File: src/rtl/dpu_pkg.sv
// Shared types and encoding constants for the DPU instruction sequencer.
package dpu_pkg;

  localparam int unsigned PC_W_DEF = 8;
  localparam int unsigned IW       = 16;
  localparam int unsigned TGT_W    = 8;

  // Instruction field positions (LSB of each field)
  localparam int unsigned BIT_CLASS = 15;
  localparam int unsigned CTL_LSB   = 13;
  localparam int unsigned N_LSB     = 12;
  localparam int unsigned MASK_LSB  = 9;
  localparam int unsigned A_LSB     = 8;
  localparam int unsigned B_LSB     = 4;
  localparam int unsigned R_LSB     = 0;
  localparam int unsigned TGT_LSB   = 0;

  localparam logic [1:0] CTL_BCC  = 2'b00;
  localparam logic [1:0] CTL_JMP  = 2'b01;
  localparam logic [1:0] CTL_HALT = 2'b10;
  localparam logic [1:0] CTL_KSTB = 2'b11;

  typedef enum logic [2:0] {
    ST_IDLE,
    ST_FETCH,
    ST_DECODE,
    ST_EXEC,
    ST_CCCAP,
    ST_KSTB
  } state_t;

  typedef struct packed {
    logic             is_alu;
    logic [1:0]       ctl;
    logic [2:0]       n;
    logic [3:0]       a;
    logic [3:0]       b;
    logic [3:0]       r;
    logic [3:0]       mask;
    logic [TGT_W-1:0] target;
  } instr_t;

endpackage

File: src/rtl/dpu_sequencer_if.sv
// Sequencer-to-memory/DPU bus: master is the sequencer, slave is imem + DPU.
interface dpu_sequencer_if
  import dpu_pkg::*;
#(
  parameter int unsigned PC_W = PC_W_DEF
) ();

  logic            imem_rd;
  logic [PC_W-1:0] imem_addr;
  logic [IW-1:0]   imem_data;
  logic [3:0]      abus;
  logic [3:0]      bbus;
  logic [3:0]      rbus;
  logic [2:0]      n;
  logic            alu_issue;
  logic [3:0]      cc;
  logic            k_strobe;

  modport master (
    output imem_rd, imem_addr, abus, bbus, rbus, n, alu_issue, k_strobe,
    input  imem_data, cc
  );

  modport slave (
    input  imem_rd, imem_addr, abus, bbus, rbus, n, alu_issue, k_strobe,
    output imem_data, cc
  );

endinterface

File: src/rtl/dpu_instr_decode.sv
// Combinational field extractor for a 16-bit microinstruction.
module dpu_instr_decode
  import dpu_pkg::*;
(
  input  logic [IW-1:0] instr_i,
  output instr_t        fields_o
);

  always_comb begin
    fields_o.is_alu = ~instr_i[BIT_CLASS];
    fields_o.ctl    = instr_i[CTL_LSB  +: 2];
    fields_o.n      = instr_i[N_LSB    +: 3];
    fields_o.a      = instr_i[A_LSB    +: 4];
    fields_o.b      = instr_i[B_LSB    +: 4];
    fields_o.r      = instr_i[R_LSB    +: 4];
    fields_o.mask   = instr_i[MASK_LSB +: 4];
    fields_o.target = instr_i[TGT_LSB  +: TGT_W];
  end

endmodule

File: src/rtl/dpu_sequencer.sv
// Microinstruction sequencer: fetch/decode/issue ALU ops to the DPU, branch on cc.
module dpu_sequencer
  import dpu_pkg::*;
#(
  parameter int unsigned PC_W = PC_W_DEF
) (
  input  logic            clk,
  input  logic            rst_n,
  input  logic            start,
  input  logic [PC_W-1:0] start_addr,
  output logic            busy,
  output logic            done,
  dpu_sequencer_if.master bus
);

  state_t          state_q, state_d;
  logic [PC_W-1:0] pc_q, pc_d;
  logic [IW-1:0]   ir_q, ir_d;
  logic [3:0]      cc_q, cc_d;
  logic [3:0]      abus_q, abus_d, bbus_q, bbus_d, rbus_q, rbus_d;
  logic [2:0]      n_q, n_d;
  logic            busy_q, busy_d, done_q, done_d;
  logic            imem_rd_q, imem_rd_d, alu_issue_q, alu_issue_d, k_strobe_q, k_strobe_d;
  logic [PC_W-1:0] imem_addr_q, imem_addr_d;

  instr_t          fld;
  logic [PC_W-1:0] pc_inc;
  logic [PC_W-1:0] br_pc;
  logic            taken;

  // Decode the word being latched so DECODE can act in the same cycle
  dpu_instr_decode u_decode (
    .instr_i  (ir_d),
    .fields_o (fld)
  );

  assign pc_inc = pc_q + PC_W'(1);
  assign taken  = (fld.ctl == CTL_JMP) || ((cc_q & fld.mask) != 4'd0);
  assign br_pc  = taken ? PC_W'(fld.target) : pc_inc;

  always_comb begin
    state_d     = state_q;
    pc_d        = pc_q;
    ir_d        = ir_q;
    cc_d        = cc_q;
    abus_d      = abus_q;
    bbus_d      = bbus_q;
    rbus_d      = rbus_q;
    n_d         = n_q;
    busy_d      = busy_q;
    done_d      = 1'b0;
    imem_rd_d   = 1'b0;
    imem_addr_d = imem_addr_q;
    alu_issue_d = 1'b0;
    k_strobe_d  = 1'b0;

    // Strobes are set on entry to their state so they are registered outputs
    unique case (state_q)
      ST_IDLE: begin
        if (start) begin
          pc_d        = start_addr;
          imem_rd_d   = 1'b1;
          imem_addr_d = start_addr;
          busy_d      = 1'b1;
          state_d     = ST_FETCH;
        end
      end
      ST_FETCH: state_d = ST_DECODE;
      ST_DECODE: begin
        ir_d = bus.imem_data;
        if (fld.is_alu) begin
          abus_d      = fld.a;
          bbus_d      = fld.b;
          rbus_d      = fld.r;
          n_d         = fld.n;
          alu_issue_d = 1'b1;
          state_d     = ST_EXEC;
        end else begin
          unique case (fld.ctl)
            CTL_BCC, CTL_JMP: begin
              pc_d        = br_pc;
              imem_rd_d   = 1'b1;
              imem_addr_d = br_pc;
              state_d     = ST_FETCH;
            end
            CTL_KSTB: begin
              pc_d       = pc_inc;
              k_strobe_d = 1'b1;
              state_d    = ST_KSTB;
            end
            default: begin
              done_d  = 1'b1;
              busy_d  = 1'b0;
              state_d = ST_IDLE;
            end
          endcase
        end
      end
      ST_EXEC: state_d = ST_CCCAP;
      ST_CCCAP: begin
        cc_d        = bus.cc;
        pc_d        = pc_inc;
        imem_rd_d   = 1'b1;
        imem_addr_d = pc_inc;
        state_d     = ST_FETCH;
      end
      ST_KSTB: begin
        imem_rd_d   = 1'b1;
        imem_addr_d = pc_q;
        state_d     = ST_FETCH;
      end
      default: state_d = ST_IDLE;
    endcase
  end

  always_ff @(posedge clk or negedge rst_n) begin
    if (!rst_n) begin
      state_q     <= ST_IDLE;
      pc_q        <= '0;
      ir_q        <= '0;
      cc_q        <= '0;
      abus_q      <= '0;
      bbus_q      <= '0;
      rbus_q      <= '0;
      n_q         <= '0;
      busy_q      <= 1'b0;
      done_q      <= 1'b0;
      imem_rd_q   <= 1'b0;
      imem_addr_q <= '0;
      alu_issue_q <= 1'b0;
      k_strobe_q  <= 1'b0;
    end else begin
      state_q     <= state_d;
      pc_q        <= pc_d;
      ir_q        <= ir_d;
      cc_q        <= cc_d;
      abus_q      <= abus_d;
      bbus_q      <= bbus_d;
      rbus_q      <= rbus_d;
      n_q         <= n_d;
      busy_q      <= busy_d;
      done_q      <= done_d;
      imem_rd_q   <= imem_rd_d;
      imem_addr_q <= imem_addr_d;
      alu_issue_q <= alu_issue_d;
      k_strobe_q  <= k_strobe_d;
    end
  end

  assign busy          = busy_q;
  assign done          = done_q;
  assign bus.imem_rd   = imem_rd_q;
  assign bus.imem_addr = imem_addr_q;
  assign bus.abus      = abus_q;
  assign bus.bbus      = bbus_q;
  assign bus.rbus      = rbus_q;
  assign bus.n         = n_q;
  assign bus.alu_issue = alu_issue_q;
  assign bus.k_strobe  = k_strobe_q;

endmodule

File: src/flat_wrapper.sv
// flat-port wrapper written by rule: the top's interface ports become plain ports
module dpu_sequencer_flat import dpu_pkg::*;
#(
  parameter int unsigned PC_W = PC_W_DEF
)
  (clk, rst_n, start, start_addr, busy, done, bus_imem_rd, bus_imem_addr, bus_abus, bus_bbus, bus_rbus, bus_n, bus_alu_issue, bus_k_strobe, bus_imem_data, bus_cc);
  dpu_sequencer_if #(.PC_W(PC_W)) bus_i ();
  input  logic clk;
  input  logic rst_n;
  input  logic start;
  input  logic [PC_W-1:0] start_addr;
  output logic busy;
  output logic done;
  output wire logic [$bits(bus_i.imem_rd)-1:0] bus_imem_rd;
  output wire logic [$bits(bus_i.imem_addr)-1:0] bus_imem_addr;
  output wire logic [$bits(bus_i.abus)-1:0] bus_abus;
  output wire logic [$bits(bus_i.bbus)-1:0] bus_bbus;
  output wire logic [$bits(bus_i.rbus)-1:0] bus_rbus;
  output wire logic [$bits(bus_i.n)-1:0] bus_n;
  output wire logic [$bits(bus_i.alu_issue)-1:0] bus_alu_issue;
  output wire logic [$bits(bus_i.k_strobe)-1:0] bus_k_strobe;
  input wire logic [$bits(bus_i.imem_data)-1:0] bus_imem_data;
  input wire logic [$bits(bus_i.cc)-1:0] bus_cc;
  assign bus_imem_rd = bus_i.imem_rd;
  assign bus_imem_addr = bus_i.imem_addr;
  assign bus_abus = bus_i.abus;
  assign bus_bbus = bus_i.bbus;
  assign bus_rbus = bus_i.rbus;
  assign bus_n = bus_i.n;
  assign bus_alu_issue = bus_i.alu_issue;
  assign bus_k_strobe = bus_i.k_strobe;
  assign bus_i.imem_data = bus_imem_data;
  assign bus_i.cc = bus_cc;
  dpu_sequencer #(.PC_W(PC_W)) u_core (.clk(clk), .rst_n(rst_n), .start(start), .start_addr(start_addr), .busy(busy), .done(done), .bus(bus_i));
endmodule
File: config.mk
export PLATFORM = sky130hd
export DESIGN_NAME = dpu_sequencer_flat
export DESIGN_NICKNAME = d
export VERILOG_FILES = /design/src/rtl/dpu_pkg.sv /design/src/rtl/dpu_sequencer_if.sv /design/src/rtl/dpu_instr_decode.sv /design/src/rtl/dpu_sequencer.sv /design/src/flat_wrapper.sv
export SDC_FILE = /design/constraint.sdc
export NUM_CORES = 1
export LEC_CHECK = 0
export CAP_MARGIN = 20
export CORE_MARGIN = 2
export CORE_UTILIZATION = 53
export DETAILED_ROUTE_END_ITERATION = 7
export GPL_ROUTABILITY_DRIVEN = 0
export PLACE_DENSITY = 0.8
export REMOVE_ABC_BUFFERS = 1
export SYNTH_ARGS = -nofsm -noshare
export SYNTH_HDL_FRONTEND = slang
export SYNTH_HIERARCHICAL = 1
export SYNTH_SLANG_ARGS = --single-unit
File: constraint.sdc
create_clock -name clk -period 3.9 [get_ports clk]
set_input_delay 0.78 -clock clk [delete_from_list [all_inputs] [get_ports clk]]
set_output_delay 0.78 -clock clk [all_outputs]
set_load 0.05 [all_outputs]
==> impl_metrics.py <==
metrics = {
    "detailed_routing": {
        "drt-met1-wl_um": 3417,
        "routed.top_layer": "met4",
        "vias_per_cell": 5.883,
        "wl_per_cell_um": 16.54,
        "drtPass1Iterations": 5,
        "met2_length_um": 3679,
        "drc": 0,
        "drtAntennaViolNets": 0,
        "drt_iter0_drc": 335,
        "route.met3.wl_um": 600,
        "totalWireLength_um": 7907,
        "dr_total_vias": 2812,
    },
    "die": {
        "fp.dieH_um": 83.87,
        "core_um2": 6241,
        "initial_utilization_pct": 54.17,
        "die_w_um": 83.87,
        "row_count": 29,
        "dieArea_um2": 7033,
        "pin_count": 59,
    },
    "clocking": {
        "cts_tree": "yes",
        "post_cts_buffers": 0,
        "cts_buffers": 9,
        "clkLatencyLatePin_ns": 0.34,
        "cts_buffer_depth": 2,
        "clockRootBuffer": "clkbuf_8",
        "cts.htree.levels": 3,
        "clkTransAtPathRegs_ns": 0.06,
        "cts_resized": 0,
        "numClockSinks": 59,
        "ctsHoldBuffers": 0,
    },
    "place": {
        "placedCellCount": 462,
        "post-place-ws_ns": 0.9279,
        "port_buffers": 58,
        "hpwl_um": 5379,
    },
    "yosys": {
        "synth.ff_latch_count": 59,
        "netlist_top_cells_count": "nand2_1, dfrtp_1, buf_4",
        "synth.most_common_cell": "nand2_1",
        "synthFlopType": "dfrtp_1",
        "seq_area_frac_synth_pct": 43.67,
        "syn_area_per_cell_um2": 9.088,
        "synth_top_cell_by_area": "dfrtp_1",
        "synth.distinct_cells": 55,
        "async_reset_ff_share_pct": 100.0,
        "syn_area_um2": 3381,
        "yosysTopAreaCellShare_pct": 43.67,
        "yosysWarnings": 6,
        "netlist_instances": 372,
        "synth.area.top_cells": "dfrtp_1, nand2_1, buf_4",
        "synth-edff-count": 0,
    },
    "sta": {
        "fin_crit_sh_pct": 76.30,
        "rsz0062_at_grt": "no",
        "fin_crit_ns": 2.976,
        "fmax_mhz": 336.1,
        "worstMarginPinSlew_ns": 0.8867,
        "whs_ns": 0.4737,
        "relSlewSlack_pct": 40.89,
        "setup-violations-final": 0,
        "final-max-slew-violation-count": 0,
        "hold_viol_final": 0,
        "clock-skew-final_ns": 0.005190,
        "setup_tns_ns": 0,
        "fin_ws_ns": 0.9245,
    },
    "pwr": {
        "cellPowerDensity_nw_per_um2": 1020,
        "power_frac_comb_pct": 59.6,
        "leakagePower_nw": 1.665,
        "seqPwrFrac_pct": 28.1,
        "clockPowerShare_pct": 12.4,
        "intPower_mw": 2.005,
        "switching_share_pct": 50.26,
        "vdd_drop_max_mv": 0.5238,
        "power_switching_mw": 2.027,
    },
    "layout": {
        "syn2layout_area_growth_pct": 16.88,
        "postLayoutCoreUtil_pct": 63.31,
        "diodes": 0,
        "layout.nets": 428,
        "drive_above_1_share_pct": 12.22,
        "instances_no_fill": 478,
    },
    "worst_hold_path": {
        "hold_start": "u_core/ir_q[8]",
        "hp-class": "flop to flop",
    },
    "global_routing": {
        "grt_pass1_vias": 2651,
        "grt_pass1_wl_um": 13280,
        "groute.usage.overall_pct": 24.17,
        "grt_max_degree": 40,
        "grt_antenna_before_repair": 0,
        "grt_overflow": 0,
    },
    "critical_path": {
        "crit_arrival_ns": 3.19,
        "cp.required_ns": 4.11,
        "startpoint": "u_core/state_q[1]",
        "r2r-start": "u_core/state_q[1]",
        "path_class": "flop to flop",
        "start_kind": "flop",
        "critical_path.max_fanout": 18,
        "end_kind": "flop",
    },
    "flow_run": {
        "timing.max_cap.violations": 0,
    },
    "outcome": {
        "status": "finished clean",
    },
}
cells by family (layout without fill, tap and decap cells):
group           Yosys count  after routing  share of synthesized area, %
compound gates           84             84                         18.62
flops                    59             59                         43.67
buf+inv                  59             88                         10.84
xor+xnor                  7              7                         1.814
fa+ha+maj                 1              1                        0.3700
mux                      18             18                         5.958
simple gates            144            144                         18.73
cell type report:
class / instances / area, µm²
Sequential cell: 59 / 1476
Tap cell: 77 / 96.34
Timing Repair Buffer: 65 / 628.1
Fill cell: 519 / 2290
Inverter: 7 / 26.28
Multi-Input combinational cell: 254 / 1544
Clock buffer: 12 / 155.1
Clock inverter: 4 / 25.02
flip-flops by register name (all words and copies together), names as in the netlist, 3 cells and up:
register,count
u_core/ir_q,16
u_core/bus.imem_addr,8
u_core/pc_q,8
u_core/bus.abus,4
u_core/bus.bbus,4
u_core/bus.rbus,4
u_core/cc_q,4
u_core/bus.n,3
u_core/state_q,3
through the flow:
| step | total power, mW | area (µm²) |
|---|---|---|
| finish | 4.032 | 3951 |
| detailed placement | 3.502 | 3771 |
| global route | 4.293 | 3951 |
| global placement | 3.438 | 3771 |
| CTS | 4.017 | 3951 |
| floorplan | 2.767 | 3040 |
placed cells by master, fill, tap and decap left out, types with 4 or more instances in the layout:
| cell type | count |
|---|---|
| nand2_1 | 84 |
| dfrtp_1 | 59 |
| clkdlybuf4s50_1 | 57 |
| nor2_1 | 26 |
| o21ai_0 | 21 |
| a21oi_1 | 17 |
| mux2_2 | 17 |
| clkbuf_8 | 11 |
| buf_4 | 7 |
| inv_1 | 6 |
| nand3_1 | 6 |
| nand2b_1 | 6 |
| a31oi_1 | 6 |
| xnor2_1 | 4 |
| or4_1 | 4 |
| o211ai_1 | 4 |
| a221oi_1 | 4 |
worst paths after layout:
path	to	slack [ns]	cells past startpoint
worst max-delay path	u_core/pc_q[5]	0.92	8
worst min-delay path	u_core/ir_q[8]	0.47	2
worst max register to register	u_core/pc_q[5]	0.92	8
worst min register to register	u_core/ir_q[8]	0.47	2
max in group asynchronous	u_core/bus.rbus[3]	2.53	2
min in group asynchronous	u_core/ir_q[5]	0.57	1
power groups by stage:
| stage | Clock, mW | Combinational, mW | Sequential [mW] |
|---|---|---|---|
| final | 0.498 | 2.40 | 1.13 |
| after global routing | 0.541 | 2.58 | 1.17 |
| after CTS | 0.511 | 2.38 | 1.13 |
| after detailed placement | 0 | 2.36 | 1.14 |
| after global placement | 0 | 2.32 | 1.12 |
| after floorplan | 0 | 1.22 | 1.55 |
metal layers:
metal	vias up	GRT usage, %
li1	1314	-
met1	1315	33.61
met2	162	36.51
met3	21	4.748
met4	0	11.44
met5	-	0
critical path: stages, from the launching register on:
cell and delay, ns:
dfrtp_1 0.70, nor3b_4 0.48, nand2_1 0.10, nand2_1 0.16, inv_1 0.10, a211o_1 0.31
a211oi_4 0.51, o21ai_0 0.17, a221o_1 0.33
No activity file was read; power rests on OpenSTA's default activity.
